### src/rtl/idma_desc64_reg_submitter.sv
// Register-bus initiator: writes descriptor pointers into the desc64 frontend.
// Optional status polling before each write: IDMA_DESC64_SUBMIT_POLL_EN.
//
// state    | meaning
// ---------+--------------------------------------------------------------
// IDLE     | waiting for a pointer; accepts when below the inflight limit
// POLL     | reading the status register until the frontend is not busy
// WRITE    | writing the held pointer to the descriptor-address register
// ERROR    | bus error seen; holds the pointer until error_clear_i
module idma_desc64_reg_submitter #(
  parameter int unsigned          AddrWidth      = 64,
  parameter int unsigned          DataWidth      = 64,
  parameter logic [AddrWidth-1:0] RegBaseAddr    = '0,
  parameter logic [AddrWidth-1:0] DescAddrOffset = 'h0,
  parameter logic [AddrWidth-1:0] StatusOffset   = 'h8,
  parameter int unsigned          MaxInflight    = 8,
  parameter type reg_req_t = struct packed {
    logic [AddrWidth-1:0]   addr;
    logic                   write;
    logic [DataWidth-1:0]   wdata;
    logic [DataWidth/8-1:0] wstrb;
    logic                   valid;
  },
  parameter type reg_rsp_t = struct packed {
    logic [DataWidth-1:0] rdata;
    logic                 error;
    logic                 ready;
  },
  localparam int unsigned CntW = $clog2(MaxInflight + 1)
) (
  input  logic                 clk_i,
  input  logic                 rst_i,
  input  logic [AddrWidth-1:0] desc_addr_i,
  input  logic                 desc_valid_i,
  output logic                 desc_ready_o,
  input  logic                 irq_i,
  output reg_req_t             reg_req_o,
  input  reg_rsp_t             reg_rsp_i,
  output logic [CntW-1:0]      inflight_o,
  output logic                 idle_o,
  output logic                 error_o,
  input  logic                 error_clear_i
);

  localparam logic [1:0] ST_IDLE  = 2'd0;
`ifdef IDMA_DESC64_SUBMIT_POLL_EN
  localparam logic [1:0] ST_POLL  = 2'd1;
`endif
  localparam logic [1:0] ST_WRITE = 2'd2;
  localparam logic [1:0] ST_ERROR = 2'd3;

  localparam logic [CntW-1:0]      MaxCnt        = CntW'(MaxInflight);
  localparam logic [AddrWidth-1:0] DescRegAddr   = RegBaseAddr + DescAddrOffset;
  localparam logic [AddrWidth-1:0] StatusRegAddr = RegBaseAddr + StatusOffset;

  logic [1:0]           state_q;
  logic [AddrWidth-1:0] ptr_q;
  logic [CntW-1:0]      cnt_q;
  logic                 err_q;
  logic                 accept;
  logic                 wr_ok;
  logic                 cnt_dec;

`ifdef IDMA_DESC64_SUBMIT_POLL_EN
  logic poll_gap_q;
  logic err_in_poll_q;
`endif

  // Gated with rst_i so the stream never sees ready while reset is held.
  assign desc_ready_o = (state_q == ST_IDLE) && (cnt_q < MaxCnt) && !err_q && !rst_i;
  assign accept       = desc_valid_i && desc_ready_o;
  assign wr_ok        = (state_q == ST_WRITE) && reg_rsp_i.ready && !reg_rsp_i.error;
  assign cnt_dec      = irq_i && (cnt_q != '0);

  assign inflight_o = cnt_q;
  assign error_o    = err_q;
  assign idle_o     = (state_q == ST_IDLE) && (cnt_q == '0);

  always_comb begin
    reg_req_o = '0;
    if (state_q == ST_WRITE) begin
      reg_req_o.valid = 1'b1;
      reg_req_o.write = 1'b1;
      reg_req_o.addr  = DescRegAddr;
      reg_req_o.wdata = DataWidth'(ptr_q);
      reg_req_o.wstrb = '1;
    end
`ifdef IDMA_DESC64_SUBMIT_POLL_EN
    if ((state_q == ST_POLL) && !poll_gap_q) begin
      reg_req_o.valid = 1'b1;
      reg_req_o.addr  = StatusRegAddr;
    end
`endif
  end

  always_ff @(posedge clk_i or posedge rst_i) begin
    if (rst_i) begin
      state_q <= ST_IDLE;
      ptr_q   <= '0;
      cnt_q   <= '0;
      err_q   <= 1'b0;
    end else begin
      case ({wr_ok, cnt_dec})
        2'b10:   cnt_q <= cnt_q + 1'b1;
        2'b01:   cnt_q <= cnt_q - 1'b1;
        default: cnt_q <= cnt_q;
      endcase
      case (state_q)
        ST_IDLE: begin
          if (accept) begin
            ptr_q <= desc_addr_i;
`ifdef IDMA_DESC64_SUBMIT_POLL_EN
            state_q <= ST_POLL;
`else
            state_q <= ST_WRITE;
`endif
          end
        end
`ifdef IDMA_DESC64_SUBMIT_POLL_EN
        ST_POLL: begin
          if (!poll_gap_q && reg_rsp_i.ready) begin
            if (reg_rsp_i.error) begin
              state_q <= ST_ERROR;
              err_q   <= 1'b1;
            end else if (!reg_rsp_i.rdata[0]) begin
              state_q <= ST_WRITE;
            end
          end
        end
`endif
        ST_WRITE: begin
          if (reg_rsp_i.ready) begin
            if (reg_rsp_i.error) begin
              state_q <= ST_ERROR;
              err_q   <= 1'b1;
            end else begin
              state_q <= ST_IDLE;
            end
          end
        end
        ST_ERROR: begin
          if (error_clear_i) begin
            err_q <= 1'b0;
`ifdef IDMA_DESC64_SUBMIT_POLL_EN
            state_q <= err_in_poll_q ? ST_POLL : ST_WRITE;
`else
            state_q <= ST_WRITE;
`endif
          end
        end
        default: state_q <= ST_IDLE;
      endcase
    end
  end

`ifdef IDMA_DESC64_SUBMIT_POLL_EN
  // A busy status read is followed by one cycle with valid low before re-reading.
  always_ff @(posedge clk_i or posedge rst_i) begin
    if (rst_i) begin
      poll_gap_q    <= 1'b0;
      err_in_poll_q <= 1'b0;
    end else begin
      if (state_q == ST_POLL) begin
        if (poll_gap_q) begin
          poll_gap_q <= 1'b0;
        end else if (reg_rsp_i.ready && !reg_rsp_i.error && reg_rsp_i.rdata[0]) begin
          poll_gap_q <= 1'b1;
        end
      end else begin
        poll_gap_q <= 1'b0;
      end
      if ((state_q == ST_POLL) && !poll_gap_q && reg_rsp_i.ready && reg_rsp_i.error) begin
        err_in_poll_q <= 1'b1;
      end else if ((state_q == ST_WRITE) && reg_rsp_i.ready && reg_rsp_i.error) begin
        err_in_poll_q <= 1'b0;
      end
    end
  end
`endif

  logic unused_rsp;
  assign unused_rsp = ^{reg_rsp_i.rdata, StatusRegAddr};

endmodule

### config.mk
export PLATFORM = sky130hd
export DESIGN_NAME = idma_desc64_reg_submitter
export DESIGN_NICKNAME = d
export VERILOG_FILES = /design/src/rtl/idma_desc64_reg_submitter.sv
export SDC_FILE = /design/constraint.sdc
export NUM_CORES = 1
export LEC_CHECK = 0
export BUFFER_PORTS_ARGS = -buffer_cell sky130_fd_sc_hd__buf_2
export CAP_MARGIN = 20
export CORE_AREA = 2 2 109 111
export CTS_CLUSTER_DIAMETER = 200
export CTS_CLUSTER_SIZE = 8
export DETAILED_ROUTE_END_ITERATION = 10
export DIE_AREA = 0 0 111 113
export PLACE_DENSITY = 0.76
export SETUP_SLACK_MARGIN = 0.5
export SYNTH_ARGS = -nofsm -noshare
export SYNTH_HDL_FRONTEND = slang
export SYNTH_SLANG_ARGS = --single-unit
### constraint.sdc
create_clock -name clk_i -period 5.54 [get_ports clk_i]
set_input_delay 0.277 -clock clk_i [delete_from_list [all_inputs] [get_ports clk_i]]
set_output_delay 0.277 -clock clk_i [all_outputs]
set_load 0.02 [all_outputs]
==> impl_metrics.py, run 1 <==
metrics = {
    "global_route": {
        "grt_max_degree": 79,
        "track_usage": 0.134,
        "grt_pass1_vias": 2735,
        "antenna_found_initial": 0,
        "grt_pass1_wl_um": 13300,
        "overflow": 0,
    },
    "floorplanning": {
        "initial_core_util": 0.349,
        "die_h_um": 113,
        "coreArea_um2": 11300,
        "row_count": 39,
        "die_x_um": 111,
        "dieArea_um2": 12500,
        "ios": 280,
    },
    "clock_network": {
        "cts_root_buf": "clkbuf_16",
        "cts_tree": "built",
        "clkTransAtPathRegs_ns": 0.06,
        "cts_sinks": 71,
        "clk_latency_ns": 0.33,
        "h-tree-depth": 3,
        "cts.path.max_buffers": 2,
        "hold_buffers": 0,
        "cts-resized-gates": 0,
        "cts_buffers": 9,
        "cts_setup_buffers": 0,
    },
    "placed_design": {
        "place_ws_ns": 2.37,
        "dpl.hpwl_um": 5830,
        "place_congestion": 0.734,
        "io_buffers": 151,
        "placed_cells": 607,
    },
    "hold_path": {
        "holdCritStartpoint": "desc_addr_i[63]",
        "worstHoldPathCells": 2,
        "hold_class": "in2reg",
        "whs_endpoint": "ptr_q[63]$_DFFE_PP0P_",
    },
    "layout": {
        "drive_gt1_frac": 0.503,
        "areaGrowthSynthToFinish_pct": 21.2,
        "final_cells": 624,
        "finalCoreUtilization": 0.423,
        "diodes": 0,
        "final_nets": 618,
    },
    "drt": {
        "drt_iter0_markers": 72,
        "wl_per_cell_um": 13.0,
        "wl_um": 8090,
        "drc": 0,
        "ant_nets": 0,
        "avgViaCountPerCell": 4.31,
        "firstDrtPassIters": 4,
        "vias": 2688,
    },
    "yosys": {
        "synthCells": 336,
        "synthesis.area_um2": 3940,
        "synth_cell_types": 35,
        "yosys.cell_count.top_type": "buf_4",
        "ys_ff_latch": 71,
        "synthArstFlopShare": 1.00,
        "ys_warn_count": 0,
        "synth_largest_area_cell": "dfrtp_1",
        "synth-edff-count": 0,
        "yosysTopAreaCellShare": 0.452,
        "ys_seq_area_frac": 0.452,
        "syn_area_per_cell_um2": 11.7,
        "ys_top_cells_by_area": "dfrtp_1 (45%), mux2_2 (19%), buf_4 (14%), and2_1 (10%), ha_1 (2.2%)",
        "synth-main-ff-cell": "dfrtp_1",
        "synth_commonest_cells": "buf_4 (73), dfrtp_1 (71), mux2_2 (67), and2_1 (64), clkbuf_1 (8)",
    },
    "critical_path": {
        "r2r-start": "state_q[0]$_DFFE_PP0P_",
        "reg2regPathDepth": 7,
        "cp_cell_sequence": "inv_1 > ha_2 > nand3b_1 > ha_1 > or4b_2 > a21o_1 > o221ai_1",
        "worstReg2RegEnd": "inflight_o[3]$_DFFE_PP0P_",
        "cp_top_family": "adder cells",
        "worstPathArrival_ns": 2.79,
        "worst_setup_path_start_kind": "register",
        "max_stage_delay_ns": 0.69,
        "path_max_fanout": 24,
        "critPathCaptureType": "register",
        "path_buf_inv": 1,
        "crit_type": "reg2reg",
        "slowest_stage": "or4b_2",
        "cp_data_required_time_ns": 5.78,
        "reg2reg_slack_ns": 2.99,
    },
    "power": {
        "power_density_nw_per_um2": 476,
        "vdd_ir_drop_max_mv": 0.204,
        "leakagePower_nw": 2.68,
    },
    "timing": {
        "rsz0062_at_grt": "no",
        "finalHoldViolations": 0,
        "fmax_mhz": 393,
        "slew_headroom": 0.385,
        "fin_skew_ns": 0.00826,
        "fin_tns_setup_ns": 0,
        "fin_crit_sh": 0.459,
        "worst_slew_pin_slew_ns": 0.922,
        "slew_viol_final": 0,
        "finalSetupViolCount": 0,
        "min_period_ns": 2.55,
        "setup_ws_ns": 2.99,
    },
    "job": {
        "maxCapViolCount": 0,
    },
    "outcome": {
        "outcome": "finished clean",
    },
}
==> flip-flops by register name (all words and copies together) (netlist names) <==
signal      cells
ptr_q          64
inflight_o      4
state_q         2
error_o         1
==> power by group <==
part / switching (mW) / internal (mW)
sequential: 0.109 / 0.691
clock: 0.218 / 0.314
combinational: 0.546 / 0.392
total: 0.873 / 1.40
==> metrics by stage <==
stage               hold slack [ns]  total power [mW]  area [µm²]
CTS                           0.165              2.29        4750
detailed placement            0.485              1.74        4470
global route                  0.160              2.43        4770
global placement              0.479              1.70        4470
finish                        0.178              2.27        4770
floorplan                     0.427              1.54        4170
==> worst reg2reg max path, stage by stage (launching register included) <==
cell	delay [ns]
dfrtp_1	0.42
inv_1	0.10
ha_2	0.45
nand3b_1	0.18
ha_1	0.41
or4b_2	0.69
a21o_1	0.17
o221ai_1	0.06
==> cells by family after synthesis <==
| logic type | synth area share |
|---|---|
| buffers and inverters | 0.172 |
| and+or+nand+nor | 0.129 |
| DFF | 0.452 |
| muxes | 0.194 |
| AOI/OAI and AO/OA | 0.0235 |
| adders and majority gates | 0.0223 |
| xor gates and xnor gates | 0.00668 |
| other | 0.000953 |
==> per-layer routing <==
metal  vias up  track usage  wire length, µm
met1      1271        0.145             3140
met5         -            0                0
met4         0       0.0508              108
li1       1254            -                -
met2       155        0.233             3970
met3         8       0.0573              869
==> worst max path at each step <==
stage / endpoint / from / cells after the start
after CTS: inflight_o[3]$_DFFE_PP0P_ / state_q[0]$_DFFE_PP0P_ / 7
final: inflight_o[3]$_DFFE_PP0P_ / state_q[0]$_DFFE_PP0P_ / 7
after global routing: inflight_o[3]$_DFFE_PP0P_ / state_q[0]$_DFFE_PP0P_ / 7
after detailed placement: inflight_o[3]$_DFFE_PP0P_ / state_q[0]$_DFFE_PP0P_ / 7
after global placement: inflight_o[3]$_DFFE_PP0P_ / state_q[0]$_DFFE_PP0P_ / 7
after floorplan: inflight_o[3]$_DFFE_PP0P_ / state_q[0]$_DFFE_PP0P_ / 9
==> placed cells by master, fill, tap and decap left out, drive strengths merged, types with 2 or more instances in the layout <==
cell and count:
clkbuf 11, nand3b 2, inv 7, dfrtp 71, and2 64, or4b 2, ha 7, nand2 3
a21oi 3, clkinv 3, mux2 67, clkinvlp 2, conb 64, xnor2 2, nor2 2, buf 154
==> area by class of cell <==
class / count / area [µm²]
clock inverters: 5 / 33.8
flip-flops and latches: 71 / 1780
repair buffers: 154 / 791
clock buffers: 11 / 243
multi-input cells: 233 / 1720
well taps: 143 / 179
fillers: 1072 / 6500
inverters: 7 / 26.3
Power figures use the tool's default switching activity.
==> inputs of run 2 (changes only) <==
--- a/config.mk
+++ b/config.mk
@@ -5,14 +5,15 @@
 export SDC_FILE = /design/constraint.sdc
 export NUM_CORES = 1
 export LEC_CHECK = 0
+export ABC_AREA = 1
 export BUFFER_PORTS_ARGS = -buffer_cell sky130_fd_sc_hd__buf_2
 export CAP_MARGIN = 20
-export CORE_AREA = 2 2 109 111
+export CORE_AREA = 2 2 108 110
 export CTS_CLUSTER_DIAMETER = 200
 export CTS_CLUSTER_SIZE = 8
 export DETAILED_ROUTE_END_ITERATION = 10
-export DIE_AREA = 0 0 111 113
-export PLACE_DENSITY = 0.76
+export DIE_AREA = 0 0 110 112
+export PLACE_DENSITY = 0.78
 export SETUP_SLACK_MARGIN = 0.5
 export SYNTH_ARGS = -nofsm -noshare
 export SYNTH_HDL_FRONTEND = slang
==> constraint.sdc (replaced) <==
create_clock -name clk_i -period 2.6 [get_ports clk_i]
set_input_delay 0.13 -clock clk_i [delete_from_list [all_inputs] [get_ports clk_i]]
set_output_delay 0.13 -clock clk_i [all_outputs]
set_load 0.02 [all_outputs]
==> run 2 against run 1 <==
  * Utilization up 6.3 points
  * Sequential share of layout area down 4.6 points
  * Via count up 34%
  * Die area is 1.8% lower
  * Register-to-register slack got worse by 2.3 ns
  * Critical path type unchanged
  * Largest power group unchanged
==> impl_metrics.py, run 2 <==
metrics = {
    "power": {
        "power_density_nw_per_um2": 1120,
        "vdd_ir_drop_max_mv": 0.467,
        "leakagePower_nw": 3.59,
    },
    "drt": {
        "avgViaCountPerCell": 4.07,
        "wl_per_cell_um": 10.7,
        "firstDrtPassIters": 4,
        "wl_um": 9390,
        "vias": 3589,
        "drt_iter0_markers": 145,
        "ant_nets": 0,
        "drc": 0,
    },
    "yosys": {
        "syn_area_per_cell_um2": 7.40,
        "ys_seq_area_frac": 0.440,
        "synth_largest_area_cell": "dfrtp_1",
        "ys_ff_latch": 71,
        "synth_cell_types": 23,
        "ys_warn_count": 0,
        "synthCells": 546,
        "synth-main-ff-cell": "dfrtp_1",
        "synth-edff-count": 0,
        "synthArstFlopShare": 1.00,
        "yosys.cell_count.top_type": "nand2_1",
        "synthesis.area_um2": 4040,
        "ys_top_cells_by_area": "dfrtp_1 (44%), nand2_1 (25%), buf_4 (15%), inv_1 (7.0%), ha_1 (2.2%)",
        "synth_commonest_cells": "nand2_1 (269), buf_4 (79), inv_1 (75), dfrtp_1 (71)",
        "yosysTopAreaCellShare": 0.440,
    },
    "clock_network": {
        "cts_sinks": 71,
        "cts_tree": "built",
        "clkTransAtPathRegs_ns": 0.05,
        "cts.path.max_buffers": 2,
        "cts_buffers": 9,
        "cts_root_buf": "clkbuf_16",
        "clk_latency_ns": 0.32,
        "h-tree-depth": 3,
    },
    "layout": {
        "final_cell_area_um2": 5440,
        "multi_input_area_um2": 1530,
        "areaGrowthSynthToFinish_pct": 34.6,
        "diodes": 0,
        "top_register": "ptr_q",
        "final_cell_mix": "nand2_1 (269), buf_2 (151), inv_1 (73), dfrtp_1 (71), conb_1 (64)",
        "nFillCells": 1049,
        "final_common_cell": "nand2_1",
        "register_area_um2": 1780,
        "drive_gt1_frac": 0.248,
        "largest_register_ffs": 64,
        "final_nets": 875,
    },
    "timing": {
        "fin_crit_sh": 0.740,
        "fin_skew_ns": 0.00445,
        "finalHoldViolations": 0,
        "fmax_mhz": 520,
        "fin_tns_setup_ns": 0,
        "finalSetupViolCount": 0,
        "rsz0062_at_grt": "no",
        "slew_viol_final": 0,
        "worst_slew_pin_slew_ns": 0.902,
        "setup_ws_ns": 0.676,
        "slew_headroom": 0.399,
        "min_period_ns": 1.92,
    },
    "global_route": {
        "overflow": 0,
        "grt_pass1_wl_um": 15000,
        "grt_pass1_vias": 3368,
        "grt_max_degree": 77,
        "track_usage": 0.154,
        "antenna_found_initial": 0,
    },
    "placed_design": {
        "place_ws_ns": 0.534,
        "dpl.hpwl_um": 5900,
        "io_buffers": 151,
        "placed_cell_area_um2": 4590,
        "place_congestion": 0.719,
    },
    "critical_path": {
        "worst_setup_path_start_kind": "register",
        "cp_data_required_time_ns": 2.80,
        "max_stage_delay_ns": 0.42,
        "cp_top_family": "compound AO/OA/AOI/OAI gates",
        "crit_type": "reg2reg",
        "path_max_fanout": 4,
        "slowest_stage": "dfrtp_1",
        "path_buf_inv": 0,
        "worstPathArrival_ns": 2.12,
        "critPathCaptureType": "register",
        "cp_cell_sequence": "or2_4 > o31a_1 > ha_2 > nand2_1 > nand2_1 > ha_2 > a21oi_2 > xor2_1 > o21ai_0",
    },
    "floorplanning": {
        "coreArea_um2": 11200,
        "row_count": 39,
        "die_h_um": 112,
        "ios": 280,
        "die_x_um": 110,
        "dieArea_um2": 12300,
        "initial_core_util": 0.362,
    },
    "hold_path": {
        "hold_class": "in2reg",
    },
    "job": {
        "maxCapViolCount": 0,
    },
    "outcome": {
        "outcome": "finished clean",
    },
}
## run 2: repair_timing
item,in CTS,in global routing
hold buffers,48,0
setup endpoints to repair,9,3
setup buffers,0,2
endpoints found under the hold margin,48,0
gates resized for setup,1,4
## run 2: final timing paths
kind | endpoint | from | slack (ns) | depth (start not counted)
min reg2reg | ptr_q[36]$_DFFE_PP0P_ | ptr_q[36]$_DFFE_PP0P_ | 0.48 | 2
max in group asynchronous | ptr_q[4]$_DFFE_PP0P_ | rst_i | 1.91 | 3
max reg2reg | inflight_o[2]$_DFFE_PP0P_ | inflight_o[1]$_DFFE_PP0P_ | 0.68 | 9
min in group asynchronous | ptr_q[60]$_DFFE_PP0P_ | rst_i | 0.07 | 3
min | ptr_q[4]$_DFFE_PP0P_ | desc_addr_i[4] | 0.01 | 3
max | inflight_o[2]$_DFFE_PP0P_ | inflight_o[1]$_DFFE_PP0P_ | 0.68 | 9
## run 2: cell type report
cell class                      count  share of cell area
Sequential cell                    71               0.327
Multi-Input combinational cell    369               0.282
Timing Repair Buffer              206               0.245
Inverter                           76              0.0527
Clock buffer                       11              0.0465
Tap cell                          143              0.0329
Clock inverter                      5              0.0147
## run 2: where the power goes
part / leakage (nW) / internal [mW] / switching, mW
Clock: 0.158 / 0.890 / 0.445
Combinational: 2.53 / 0.963 / 1.81
Sequential: 0.902 / 1.64 / 0.337
Total: 3.59 / 3.49 / 2.59
## run 2: cells by family (layout without fill, tap and decap cells)
logic type / after synthesis / after routing / share of synthesized area
compound gates: 11 / 11 / 0.0158
xor+xnor: 3 / 3 / 0.00650
fa+ha+maj: 7 / 7 / 0.0217
buf+inv: 169 / 298 / 0.245
flops: 71 / 71 / 0.440
other cells: 1 / 64 / 0.000928
simple gates: 284 / 284 / 0.270
## run 2: tightest hold or removal path, stage by stage
cell     delay [ns]
buf_2          0.07
nand2_1        0.04
nand2_1        0.05
## run 2: per-stage QoR
step	hold slack, ns	util	power [mW]	instances
after floorplan	0.240	-	4.09	609
after global placement	0.324	0.411	4.61	815
after detailed placement	0.328	0.411	4.67	815
after CTS	0.000100	0.484	6.11	879
after global routing	0.0144	0.487	6.59	881
final	0.00994	0.487	6.08	881
## run 2: layer usage
layer	routed length, µm	vias to the layer above	GRT usage	part of all wire
met5	0	-	0	0
met1	3970	1631	0.170	0.42
li1	-	1822	-	-
met3	589	9	0.0316	0.063
met4	114	0	0.0557	0.012
met2	4710	127	0.283	0.50
==> inputs of run 3 (changes only) <==
--- a/config.mk
+++ b/config.mk
@@ -8,11 +8,11 @@
 export ABC_AREA = 1
 export BUFFER_PORTS_ARGS = -buffer_cell sky130_fd_sc_hd__buf_2
 export CAP_MARGIN = 20
-export CORE_AREA = 2 2 108 110
+export CORE_AREA = 2 2 110 112
 export CTS_CLUSTER_DIAMETER = 200
 export CTS_CLUSTER_SIZE = 8
 export DETAILED_ROUTE_END_ITERATION = 10
-export DIE_AREA = 0 0 110 112
+export DIE_AREA = 0 0 112 114
 export PLACE_DENSITY = 0.78
 export SETUP_SLACK_MARGIN = 0.5
 export SYNTH_ARGS = -nofsm -noshare
==> constraint.sdc (replaced) <==
create_clock -name clk_i -period 1.7 [get_ports clk_i]
set_input_delay 0.085 -clock clk_i [delete_from_list [all_inputs] [get_ports clk_i]]
set_output_delay 0.085 -clock clk_i [all_outputs]
set_load 0.02 [all_outputs]
==> run 3 against run 2 <==
  * The run now ends with setup timing left
  * Count of clock-buffer cells in the layout is 2 higher
  * Clock skew increased by 0.0035 ns
  * Hold slack gained 0.16 ns
  * First-iteration DRC count rose by 48%
  * Utilization grew 25 points
  * Register-to-register slack worse by 0.89 ns
==> impl_metrics.py, run 3 (synthesized netlist as in run 2, its figures left out) <==
metrics = {
    "global_route": {
        "busiest_layer": "met2",
        "track_usage": 0.265,
        "met1_usage": 0.266,
        "grt_pass1_wl_um": 25600,
        "met2_usage": 0.506,
        "use_met3": 0.0446,
        "overflow": 0,
        "grt_max_degree": 39,
        "grt_pass1_vias": 4924,
        "antenna_found_initial": 1,
    },
    "critical_path": {
        "worst_setup_path_start_kind": "register",
        "critPathCaptureType": "register",
        "r2r-start": "inflight_o[1]$_DFFE_PP0P_",
        "reg2reg_slack_ns": -0.21,
        "worstPathArrival_ns": 2.13,
        "reg2regPathDepth": 8,
        "path_max_fanout": 3,
        "cp_data_required_time_ns": 1.92,
        "crit_type": "reg2reg",
        "worstReg2RegEnd": "inflight_o[3]$_DFFE_PP0P_",
    },
    "drt": {
        "wl_per_cell_um": 19.2,
        "ant_nets": 0,
        "avgViaCountPerCell": 4.76,
        "firstDrtPassIters": 4,
        "drt_iter0_markers": 215,
        "wl_um": 18700,
        "vias": 4637,
        "drc": 0,
    },
    "job": {
        "maxCapViolCount": 0,
    },
    "layout": {
        "final_cell_mix": "nand2_4 (115), nand2_2 (87), buf_6 (84), buf_2 (75), dfrtp_1 (70)",
        "final_nets": 966,
        "top_register": "ptr_q",
        "final_common_cell": "nand2_4",
        "areaGrowthSynthToFinish_pct": 114,
        "finalCoreUtilization": 0.739,
        "drive_gt1_frac": 0.651,
        "largest_register_ffs": 64,
    },
    "timing": {
        "finalSetupViolCount": 85,
        "slew_headroom": 0.666,
        "fmax_mhz": 523,
        "finalHoldViolations": 0,
        "fin_crit_sh": 1.12,
        "fin_skew_ns": 0.00794,
        "worst_slew_pin_slew_ns": 0.502,
        "min_period_ns": 1.91,
        "rsz0062_at_grt": "yes",
        "setup_ws_ns": -0.211,
        "fin_tns_setup_ns": -6.12,
        "slew_viol_final": 0,
    },
    "clock_network": {
        "cts_tree": "built",
        "h-tree-depth": 3,
        "cts_buffers": 9,
        "cts_root_buf": "clkbuf_16",
        "cts_sinks": 71,
        "cts.path.max_buffers": 2,
        "clkTransAtPathRegs_ns": 0.06,
        "clk_latency_ns": 0.32,
    },
    "hold_path": {
        "worstHoldPathCells": 3,
        "hold_class": "in2reg",
        "holdCritStartpoint": "reg_rsp_i[1]",
        "whs_endpoint": "error_o$_DFFE_PP0P_",
    },
    "floorplanning": {
        "dieArea_um2": 12800,
        "die_h_um": 114,
        "ios": 280,
        "die_x_um": 112,
        "row_count": 40,
        "coreArea_um2": 11700,
        "initial_core_util": 0.345,
    },
    "power": {
        "power_density_nw_per_um2": 1770,
        "leakagePower_nw": 5.13,
        "vdd_ir_drop_max_mv": 1.28,
    },
    "placed_design": {
        "dpl.hpwl_um": 6290,
        "place_congestion": 0.818,
        "io_buffers": 151,
    },
    "outcome": {
        "violations": "setup timing",
        "outcome": "finished with violations",
    },
}
==> run 3: cell count changes in the layout (fill, tap and decap cells not counted), moves of 13 or more <==
cell	before	now
buf_2	151	75
inv_1	73	5
nand2_1	269	67
nand2_4	0	115
buf_8	0	15
dlygate4sd3_1	48	65
nand2_2	0	87
buf_6	1	84
buf_4	3	16
buf_16	0	24
inv_2	2	65
buf_12	3	17
==> run 3: how the worst max path moves through the flow <==
stage | slack [ns] | from | cells past startpoint | end
after floorplan | -0.29 | state_q[0]$_DFFE_PP0P_ | 12 | inflight_o[2]$_DFFE_PP0P_
after global placement | -0.19 | inflight_o[1]$_DFFE_PP0P_ | 9 | inflight_o[2]$_DFFE_PP0P_
after detailed placement | -0.27 | inflight_o[1]$_DFFE_PP0P_ | 9 | inflight_o[2]$_DFFE_PP0P_
after CTS | -0.22 | inflight_o[2]$_DFFE_PP0P_ | 9 | inflight_o[2]$_DFFE_PP0P_
after global routing | -0.28 | inflight_o[1]$_DFFE_PP0P_ | 8 | inflight_o[3]$_DFFE_PP0P_
final | -0.21 | inflight_o[1]$_DFFE_PP0P_ | 8 | inflight_o[3]$_DFFE_PP0P_
==> run 3: per-layer routing <==
metal	wire, µm	share of wire
met1	6060	0.32
met2	10500	0.56
met3	1000	0.053
met4	1180	0.063
met5	0	0
==> run 3: timing repair <==
item                                   4_1_cts  5_1_grt
endpoints found under the hold margin       95        0
hold buffers                                65        0
setup endpoints to repair                  147      147
cloned                                      22        1
buffers inserted                            36        4
resized for setup                          437      158
pin swaps                                   98       57
==> run 3: stage by stage <==
step / std cells / instance area, µm² / setup WS [ns] / total power [mW] / hold WS, ns
global route: 975 / 8650 / -0.275 / 16.0 / 0.192
finish: 975 / 8650 / -0.211 / 15.3 / 0.174
floorplan: 609 / 4340 / -0.289 / 6.44 / 0.195
CTS: 969 / 8010 / -0.221 / 13.9 / 0.139
global placement: 832 / 4750 / -0.188 / 7.40 / 0.0197
detailed placement: 832 / 4750 / -0.266 / 7.52 / 0.0247
==> run 3: area by class of cell <==
type	count	area (µm²)
Timing Repair Buffer	297	3340
Fill cell	734	3060
Antenna cell	1	2.50
Clock inverter	1	5.00
Multi-Input combinational cell	369	2760
Sequential cell	71	1780
Clock buffer	13	270
Tap cell	147	184
Inverter	76	312
==> run 3: critical path: stages (launching register included) <==
cell and delay, ns:
dfrtp_2 0.40, or2_4 0.25, o31a_1 0.28, buf_4 0.15, ha_4 0.18, xnor2_4 0.21
nand3_1 0.15, nand3_1 0.13, nand2_1 0.05
==> run 3: power by group <==
group / internal, mW / switching, mW
sequential: 2.51 / 1.06
combinational: 4.90 / 5.10
clock: 1.09 / 0.675
